**src/rtl/uart_tx_frame.sv**
```systemverilog
// Parametrised UART transmitter with parity, 1/2 stop bits and a one-word holding register.
// Optional line-break generation is compiled in with `define UART_TX_BREAK_EN.
module uart_tx_frame #(
  parameter int CLOCK_FREQ = 1_843_200,
  parameter int BAUD_RATE  = 115_200,
  parameter int DATA_BITS  = 8,
  parameter int PARITY     = 0,
  parameter int STOP_BITS  = 1
) (
  input  logic                 clk,
  input  logic                 rst,
  input  logic                 start,
  input  logic [DATA_BITS-1:0] data_in,
`ifdef UART_TX_BREAK_EN
  input  logic                 brk,
`endif
  output logic                 ready,
  output logic                 busy,
  output logic                 done,
  output logic                 tx
);

  localparam int CLKS_PER_BIT = CLOCK_FREQ / BAUD_RATE;
  localparam int CW = (CLKS_PER_BIT < 2) ? 1 : $clog2(CLKS_PER_BIT);
  localparam int BW = 4;
  localparam logic [CW-1:0] BAUD_LAST = CW'(CLKS_PER_BIT - 1);
  localparam logic [BW-1:0] DATA_LAST = BW'(DATA_BITS - 1);
  localparam logic [BW-1:0] STOP_LAST = BW'(STOP_BITS - 1);
  localparam logic          ODD       = (PARITY == 1);

  if (CLKS_PER_BIT < 2) begin : g_bad_baud
    $error("uart_tx_frame: CLOCK_FREQ/BAUD_RATE must be at least 2");
  end
  if (DATA_BITS < 5 || DATA_BITS > 9) begin : g_bad_data
    $error("uart_tx_frame: DATA_BITS must be 5..9");
  end
  if (PARITY < 0 || PARITY > 2) begin : g_bad_parity
    $error("uart_tx_frame: PARITY must be 0, 1 or 2");
  end
  if (STOP_BITS < 1 || STOP_BITS > 2) begin : g_bad_stop
    $error("uart_tx_frame: STOP_BITS must be 1 or 2");
  end

  typedef enum logic [2:0] {
    S_IDLE, S_START, S_DATA, S_PARITY, S_STOP
`ifdef UART_TX_BREAK_EN
    , S_BREAK, S_BRKSTOP
`endif
  } state_t;

  state_t               state_q;
  logic [CW-1:0]        baud_q;
  logic [BW-1:0]        bit_q;
  logic [DATA_BITS-1:0] shift_q;
  logic [DATA_BITS-1:0] hold_q;
  logic                 par_q;
  logic                 ready_q;
  logic                 busy_q;
  logic                 done_q;
  logic                 tx_q;

  logic                 bit_end;
  logic                 frame_end;
  logic                 idle_go;
  logic                 load;
  logic                 accept;
  logic [DATA_BITS-1:0] load_word;

  assign bit_end   = (baud_q == BAUD_LAST);
  assign frame_end = (state_q == S_STOP) && bit_end && (bit_q == STOP_LAST);
  assign accept    = start && ready_q;
`ifdef UART_TX_BREAK_EN
  assign idle_go   = (state_q == S_IDLE) && start && !brk;
`else
  assign idle_go   = (state_q == S_IDLE) && start;
`endif
  // A full holding register wins at frame end; otherwise a same-edge start goes straight in.
  assign load      = idle_go || (frame_end && (!ready_q || start));
  assign load_word = (frame_end && !ready_q) ? hold_q : data_in;

  always_ff @(posedge clk or posedge rst) begin
    if (rst) begin
      state_q <= S_IDLE;
      baud_q  <= '0;
      bit_q   <= '0;
      shift_q <= '0;
      hold_q  <= '0;
      par_q   <= 1'b0;
      ready_q <= 1'b1;
      busy_q  <= 1'b0;
      done_q  <= 1'b0;
      tx_q    <= 1'b1;
    end else begin
      done_q <= 1'b0;
      baud_q <= bit_end ? '0 : baud_q + CW'(1);
      case (state_q)
        S_IDLE: begin
          baud_q <= '0;
          bit_q  <= '0;
`ifdef UART_TX_BREAK_EN
          if (brk) begin
            state_q <= S_BREAK;
            tx_q    <= 1'b0;
            busy_q  <= 1'b1;
            ready_q <= 1'b0;
          end
`endif
        end
        S_START: begin
          if (bit_end) begin
            state_q <= S_DATA;
            tx_q    <= shift_q[0];
            shift_q <= shift_q >> 1;
            bit_q   <= '0;
          end
        end
        S_DATA: begin
          if (bit_end) begin
            if (bit_q == DATA_LAST) begin
              bit_q <= '0;
              if (PARITY != 0) begin
                state_q <= S_PARITY;
                tx_q    <= par_q;
              end else begin
                state_q <= S_STOP;
                tx_q    <= 1'b1;
              end
            end else begin
              bit_q   <= bit_q + BW'(1);
              tx_q    <= shift_q[0];
              shift_q <= shift_q >> 1;
            end
          end
        end
        S_PARITY: begin
          if (bit_end) begin
            state_q <= S_STOP;
            tx_q    <= 1'b1;
            bit_q   <= '0;
          end
        end
        S_STOP: begin
          if (frame_end) begin
            done_q  <= 1'b1;
            ready_q <= 1'b1;
            if (ready_q && !start) begin
              state_q <= S_IDLE;
              busy_q  <= 1'b0;
            end
          end else if (bit_end) begin
            bit_q <= bit_q + BW'(1);
          end
        end
`ifdef UART_TX_BREAK_EN
        S_BREAK: begin
          baud_q <= '0;
          bit_q  <= '0;
          if (!brk) begin
            state_q <= S_BRKSTOP;
            tx_q    <= 1'b1;
          end
        end
        S_BRKSTOP: begin
          if (bit_end) begin
            if (bit_q == STOP_LAST) begin
              state_q <= S_IDLE;
              busy_q  <= 1'b0;
              ready_q <= 1'b1;
            end else begin
              bit_q <= bit_q + BW'(1);
            end
          end
        end
`endif
        default: state_q <= S_IDLE;
      endcase

      if (load) begin
        state_q <= S_START;
        tx_q    <= 1'b0;
        busy_q  <= 1'b1;
        shift_q <= load_word;
        par_q   <= (^load_word) ^ ODD;
        baud_q  <= '0;
        bit_q   <= '0;
      end

      if (accept && (state_q != S_IDLE) && !frame_end) begin
        hold_q  <= data_in;
        ready_q <= 1'b0;
      end
    end
  end

  assign ready = ready_q;
  assign busy  = busy_q;
  assign done  = done_q;
  assign tx    = tx_q;

endmodule

```
**config.mk**
```make
export PLATFORM = sky130hd
export DESIGN_NAME = uart_tx_frame
export DESIGN_NICKNAME = d
export VERILOG_FILES = /design/src/rtl/uart_tx_frame.sv
export SDC_FILE = /design/constraint.sdc
export NUM_CORES = 1
export LEC_CHECK = 0
export CORE_MARGIN = 8
export CORE_UTILIZATION = 57
export DETAILED_ROUTE_END_ITERATION = 7
export HOLD_SLACK_MARGIN = 0.03
export PLACE_DENSITY = 0.87
export RECOVER_POWER = 50
export SYNTH_ARGS = -nofsm -noshare
export SYNTH_HDL_FRONTEND = slang
export SYNTH_SLANG_ARGS = --single-unit
```
**constraint.sdc**
```tcl
create_clock -name clk -period 2.9 [get_ports clk]
set_input_delay 0.725 -clock clk [delete_from_list [all_inputs] [get_ports clk]]
set_output_delay 0.725 -clock clk [all_outputs]
set_load 0.02 [all_outputs]
```
==> reports/qor.csv, run 1 <==
stage,metric,value,unit
run_status,status,finished with violations,
run_status,violations,"capacitance limit, slew limit",
route,drtIter0Drc,65,
sta,fin_crit,2370,ps
setup_path,path_buf_inv,1,
cells_and_area,layout.cells.most_common,dfrtp_1,
floorplanning,num_rows,20,
setup_path,slowest_stage,nor4_4,
placement,pre_cts_ws,554,ps
sta,worst_pin_slew,1620,ps
clock_tree,cts_tree,built,
pwr,cellPowerDensity,717,nW/µm²
sta,slew_violations,32,
logic_synthesis,ys_ff_latch,31,
floorplanning,core-area,3000,µm²
sta,finalHoldWorstSlack,469,ps
cells_and_area,diodes,0,
setup_path,cp-start-kind,flop,
setup_path,crit_type,flop to flop,
floorplanning,ios,15,
min_path,worstHoldPathType,flop to flop,
route,firstDrtPassIters,4,
placement,place_area,1900,µm²
run,maxCapViolCount,1,
route,wl,3.70,mm
clock_tree,postCtsSetupBuffers,0,
cells_and_area,drive_gt1_frac,0.215,
sta,fmax,422,MHz
logic_synthesis,ys_seq_area_frac,0.443,
logic_synthesis,ys_async_sr_fraction,1.00,
clock_tree,cts_buffers,5,
sta,setup_violations,0,
route,wl_per_cell,17.3,µm
grt,grt_pass1_wl,6.42,mm
setup_path,worstPathMaxFanout,8,
grt,grtUsageTotal,0.157,
floorplanning,die_h,71.5,µm
logic_synthesis,ys_warn_count,0,
setup_path,required,3120,ps
cells_and_area,syn_to_final_growth,11.5,%
logic_synthesis,synth_edf_count,0,
clock_tree,cts_resized,0,
placement,io_buffers,14,
logic_synthesis,synth_flop_cell,dfrtp_1,
cells_and_area,final_cell_mix,"dfrtp_1, inv_1, clkdlybuf4s50_1",
cells_and_area,num-nets-final,194,
logic_synthesis,synth_area,1760,µm²
clock_tree,clkSinkCount,31,
route,vias,1344,
pwr,ir_worst_vdd,474,µV
floorplanning,die_x,71.5,µm
cells_and_area,final_cells,214,
sta,finalHoldViolCount,0,
setup_path,end_kind,flop,
floorplanning,initial_core_util,0.585,
setup_path,cp_cell_sequence,"inv_1, ha_1, or3b_1, nor4_4, mux2i_1, a22oi_2",
route,drcViolationCount,0,
route,route.met2.wl,1.86,mm
logic_synthesis,mappedNetlistNets,178,
setup_path,cpPeakStageDelay,700,ps
sta,relSlewSlack,-0.0820,
sta,rsz0062_at_grt,false,
sta,final.setup.worst_slack,531,ps
grt,antenna_found_initial,0,
clock_tree,path_clk_slew,110,ps
grt,overflow,0,
logic_synthesis,synth_cells,164,
placement,place.gp.congestion,0.847,
route,met1_length,1.55,mm
pwr,p_leak,0.000859,µW
clock_tree,clockBufferDepth,2,
route,maxUsedRoutingLayer,met4,
clock_tree,clk_latency,340,ps
grt,grt_pass1_vias,1431,
route,wl_met3,226,µm
floorplanning,die_area,5110,µm²
setup_path,crit_family,simple AND/OR/NAND/NOR gates,
placement,place_inst,206,
sta,period_share,0.817,
placement,hpwl,2.67,mm
sta,fin_skew,12.0,ps
route,via_per_inst,6.28,
grt,grt_max_degree,32,
sta,tns,0,ps
setup_path,worst_ep_arrival_time,2580,ps
clock_tree,h-tree-depth,2,
clock_tree,postCtsHoldBufs,0,
cells_and_area,fin_area,1960,µm²
logic_synthesis,syn_area_per_cell,10.7,µm²
route,ant_nets,0,
clock_tree,cts_root_buffer,clkbuf_4,
logic_synthesis,synth_cell_types,49,
-- metal layers --
layer | global-route usage | vias to the layer above
met5 | 0 | -
met4 | 0.0726 | 0
met3 | 0.0474 | 6
met2 | 0.262 | 51
met1 | 0.180 | 649
li1 | - | 638
-- through the flow --
step,utilization,total power [µW]
6_report,0.652,1400
4_1_cts,0.653,1400
3_5_place_dp,0.634,1150
5_1_grt,0.652,1490
2_1_floorplan,-,1050
3_3_place_gp,0.634,1120
-- power breakdown --
| group | internal, µW | switching, µW | leakage [µW] |
|---|---|---|---|
| logic | 219 | 306 | 0.000447 |
| clock network | 92.5 | 161 | 0.0000272 |
| registers | 539 | 86.6 | 0.000385 |
| total | 851 | 554 | 0.000859 |
-- registers in the layout (all words and copies together) (netlist names) --
| signal | cells |
|---|---|
| baud_q | 4 |
| ready | 1 |
| state_q | 3 |
| hold_q | 8 |
| busy | 1 |
| bit_q | 4 |
| shift_q | 8 |
| tx | 1 |
| done | 1 |
-- path summary, 6_finish.rpt --
path                            startpoint  slack, ps    endpoint  cells after the start
worst max-delay path              bit_q[1]        530  shift_q[1]                      6
worst min-delay path             baud_q[0]        470   baud_q[0]                      1
worst max register to register    bit_q[1]        530  shift_q[1]                      6
worst min register to register   baud_q[0]        470   baud_q[0]                      1
max in group asynchronous              rst        720   hold_q[1]                      3
min in group asynchronous              rst       1240   baud_q[0]                      3
-- cells in the mapped netlist (2+ instances only) --
cell / number / area [µm²]
nor4_1: 7 / 43.8
o21ai_0: 9 / 45.0
or2_2: 2 / 12.5
mux2_2: 8 / 90.1
clkbuf_1: 3 / 11.3
inv_1: 14 / 52.6
o32ai_1: 2 / 17.5
nor3_1: 2 / 10.0
o21bai_1: 2 / 15.0
and3b_2: 2 / 20.0
nand2b_1: 4 / 25.0
xnor2_1: 2 / 17.5
nand2_1: 5 / 18.8
a31oi_1: 8 / 50.1
nand3_1: 2 / 10.0
ha_1: 3 / 37.5
o22ai_1: 2 / 12.5
dfstp_2: 2 / 52.6
o211a_1: 2 / 20.0
nor3b_1: 2 / 15.0
dfrtp_1: 29 / 726
a22oi_2: 7 / 87.6
nor2_1: 7 / 26.3
a21oi_1: 4 / 20.0
mux2i_1: 10 / 100
-- area by class of cell --
type / count / area (µm²)
timing repair buffer: 16 / 151
fill: 246 / 1040
clock inverter: 3 / 20.0
clock buffer: 5 / 37.5
tap: 33 / 41.3
sequential: 31 / 778
multi-input combinational: 112 / 877
inverter: 14 / 52.6
-- logic make-up (layout without fill, tap and decap cells) --
family	count (synthesis)	in the layout	synth area share
compound gates	44	44	0.190
xor+xnor	3	3	0.0150
fa+ha+maj	3	3	0.0214
buf+inv	21	38	0.0577
flops	31	31	0.443
mux	18	18	0.108
simple gates	44	44	0.165
(Power assumes the default switching activity.)
==> run 2: changes to the inputs <==
--- a/config.mk
+++ b/config.mk
@@ -6,10 +6,10 @@
 export NUM_CORES = 1
 export LEC_CHECK = 0
 export CORE_MARGIN = 8
-export CORE_UTILIZATION = 57
+export CORE_UTILIZATION = 51
 export DETAILED_ROUTE_END_ITERATION = 7
 export HOLD_SLACK_MARGIN = 0.03
-export PLACE_DENSITY = 0.87
+export PLACE_DENSITY = 0.82
 export RECOVER_POWER = 50
 export SYNTH_ARGS = -nofsm -noshare
 export SYNTH_HDL_FRONTEND = slang
==> constraint.sdc (replaced) <==
create_clock -name clk -period 1.9 [get_ports clk]
set_input_delay 0.475 -clock clk [delete_from_list [all_inputs] [get_ports clk]]
set_output_delay 0.475 -clock clk [all_outputs]
set_load 0.02 [all_outputs]
==> run 2 against run 1 <==
Against the previous run: global-route usage rose by 1.0 points; die area rose by 9.1%; the run ends with setup timing left; largest cell class unchanged; worst setup slack got worse by 560 ps; final cell count rose by 18%; wire length rose by 14%; register-to-register slack got worse by 560 ps; count of clock-buffer cells in the layout rose by 2.
==> reports/qor.csv, run 2 (synthesized netlist as in run 1, its figures left out) <==
stage,metric,value,unit
pwr,switching_share,0.377,
pwr,p_comb_frac,0.448,
cells_and_area,final_cell_mix,"dfrtp_1, buf_4, inv_1",
cells_and_area,multi_input_area,955,µm²
grt,grt_max_degree,32,
grt,grtUsageTotal,0.168,
sta,rsz0062_at_grt,true,
setup_path,crit_family,simple AND/OR/NAND/NOR gates,
cells_and_area,diodes,0,
clock_tree,clkSinkCount,31,
setup_path,worst_ep_arrival_time,2140,ps
clock_tree,path_clk_slew,90,ps
placement,place.gp.congestion,0.861,
clock_tree,cts_root_buffer,clkbuf_4,
route,ant_nets,0,
setup_path,path_buf_inv,2,
sta,worst_pin_slew,785,ps
cells_and_area,syn_to_final_growth,29.4,%
setup_path,cp-start-kind,flop,
setup_path,end_kind,flop,
pwr,cellPowerDensity,1060,nW/µm²
cells_and_area,ff_latch_area,778,µm²
sta,tns,-106,ps
grt,overflow,0,
sta,final.setup.worst_slack,-24.1,ps
route,firstDrtPassIters,4,
cells_and_area,drive_gt1_frac,0.377,
pwr,clock_power_share,0.167,
route,vias,1525,
sta,period_share,1.01,
grt,met2_usage,0.282,
cells_and_area,fillCellCount,246,
clock_tree,h-tree-depth,2,
setup_path,cp_cell_sequence,"inv_2, ha_4, or3b_4, o21ai_2, a21oi_2, buf_4, mux2_2",
grt,antenna_found_initial,0,
sta,finalHoldViolCount,0,
min_path,worstHoldPathType,flop to flop,
cells_and_area,fin_util,0.687,
cells_and_area,num-nets-final,220,
clock_tree,cts_buffers,5,
floorplanning,core-area,3310,µm²
pwr,intPower,1500,µW
route,drtIter0Drc,89,
placement,io_buffers,14,
setup_path,worstPathMaxFanout,8,
sta,fmax,520,MHz
floorplanning,die_area,5580,µm²
floorplanning,die_h,74.7,µm
grt,grt-busiest-layer,met2,
floorplanning,die_x,74.7,µm
run,maxCapViolCount,0,
sta,fin_crit,1920,ps
grt,grt_pass1_wl,7.19,mm
sta,fin_skew,6.36,ps
pwr,power_frac_seq,0.385,
setup_path,cpPeakStageDelay,420,ps
placement,hpwl,2.90,mm
grt,gr-usage-met3,0.0519,
clock_tree,clockBufferDepth,2,
cells_and_area,layout.cells.most_common,dfrtp_1,
route,wl_per_cell,16.7,µm
floorplanning,ios,15,
pwr,ir_worst_vdd,851,µV
run_status,status,finished with violations,
route,via_per_inst,6.03,
sta,slew_violations,0,
floorplanning,num_rows,21,
clock_tree,postCtsHoldBufs,0,
placement,place_inst,242,
pwr,power_switching,909,µW
setup_path,slowest_stage,or3b_4,
cells_and_area,reg_top3,"hold_q: 8 flops, shift_q: 8 flops",
cells_and_area,final_cells,253,
pwr,p_leak,0.00103,µW
setup_path,crit_type,flop to flop,
route,drcViolationCount,0,
run_status,violations,setup timing,
clock_tree,clk_latency,330,ps
setup_path,required,2120,ps
grt,met1_usage,0.189,
grt,grt_pass1_vias,1597,
clock_tree,cts_tree,built,
floorplanning,initial_core_util,0.531,
sta,setup_violations,10,
route,wl,4.21,mm
sta,relSlewSlack,0.477,
[run 2: area by class of cell]
class,count,share of cell area
clock buffer,7,0.0242
tap,46,0.0253
timing repair buffer,42,0.163
sequential,31,0.342
multi-input combinational,112,0.420
inverter,14,0.0231
clock inverter,1,0.00220
[run 2: worst register-to-register path: cells and delay by family, from the launching register on]
family	cells	cell delay, ps
and+or+nand+nor	1	420
DFF	1	410
AOI/OAI and AO/OA	2	280
muxes	1	280
adders and majority gates	1	140
buffers and inverters	2	280
[run 2: layer usage]
metal | share of wire | up-vias
met5 | 0 | -
met4 | 0.019 | 0
met3 | 0.045 | 11
met2 | 0.52 | 43
met1 | 0.41 | 776
li1 | - | 695
[run 2: final timing paths]
check / from / slack, ps / to / cells past startpoint
setup / recovery: bit_q[0] / -20 / hold_q[1] / 7
hold / removal: baud_q[0] / 460 / baud_q[0] / 1
setup reg to reg: bit_q[0] / -20 / hold_q[1] / 7
hold reg to reg: baud_q[0] / 460 / baud_q[0] / 1
max in group asynchronous: rst / 600 / shift_q[2] / 3
min in group asynchronous: rst / 800 / baud_q[1] / 3
[run 2: stage by stage]
stage | setup WS [ps] | power [µW] | cell area [µm²] | hold WS (ps)
5_1_grt | -77.0 | 2560 | 2270 | 500
4_1_cts | -9.03 | 2350 | 2230 | 466
2_1_floorplan | -59.2 | 1600 | 1760 | 430
3_3_place_gp | -25.3 | 1840 | 2120 | 447
6_report | -24.1 | 2410 | 2270 | 464
3_5_place_dp | -106 | 1900 | 2120 | 452
[run 2: what timing repair did]
| item | in CTS | in global routing |
|---|---|---|
| setup endpoints to repair | 22 | 21 |
| cloned | 0 | 0 |
| setup buffers | 2 | 1 |
| resized for setup | 11 | 13 |
| pin swaps | 3 | 2 |
[run 2: power groups by stage]
| stage | Sequential [µW] | Combinational, µW | Clock (µW) |
|---|---|---|---|
| final | 929 | 1080 | 403 |
| after global routing | 949 | 1180 | 439 |
| after CTS | 921 | 1020 | 413 |
| after detailed placement | 937 | 960 | 0 |
| after global placement | 923 | 914 | 0 |
| after floorplan | 931 | 667 | 0 |
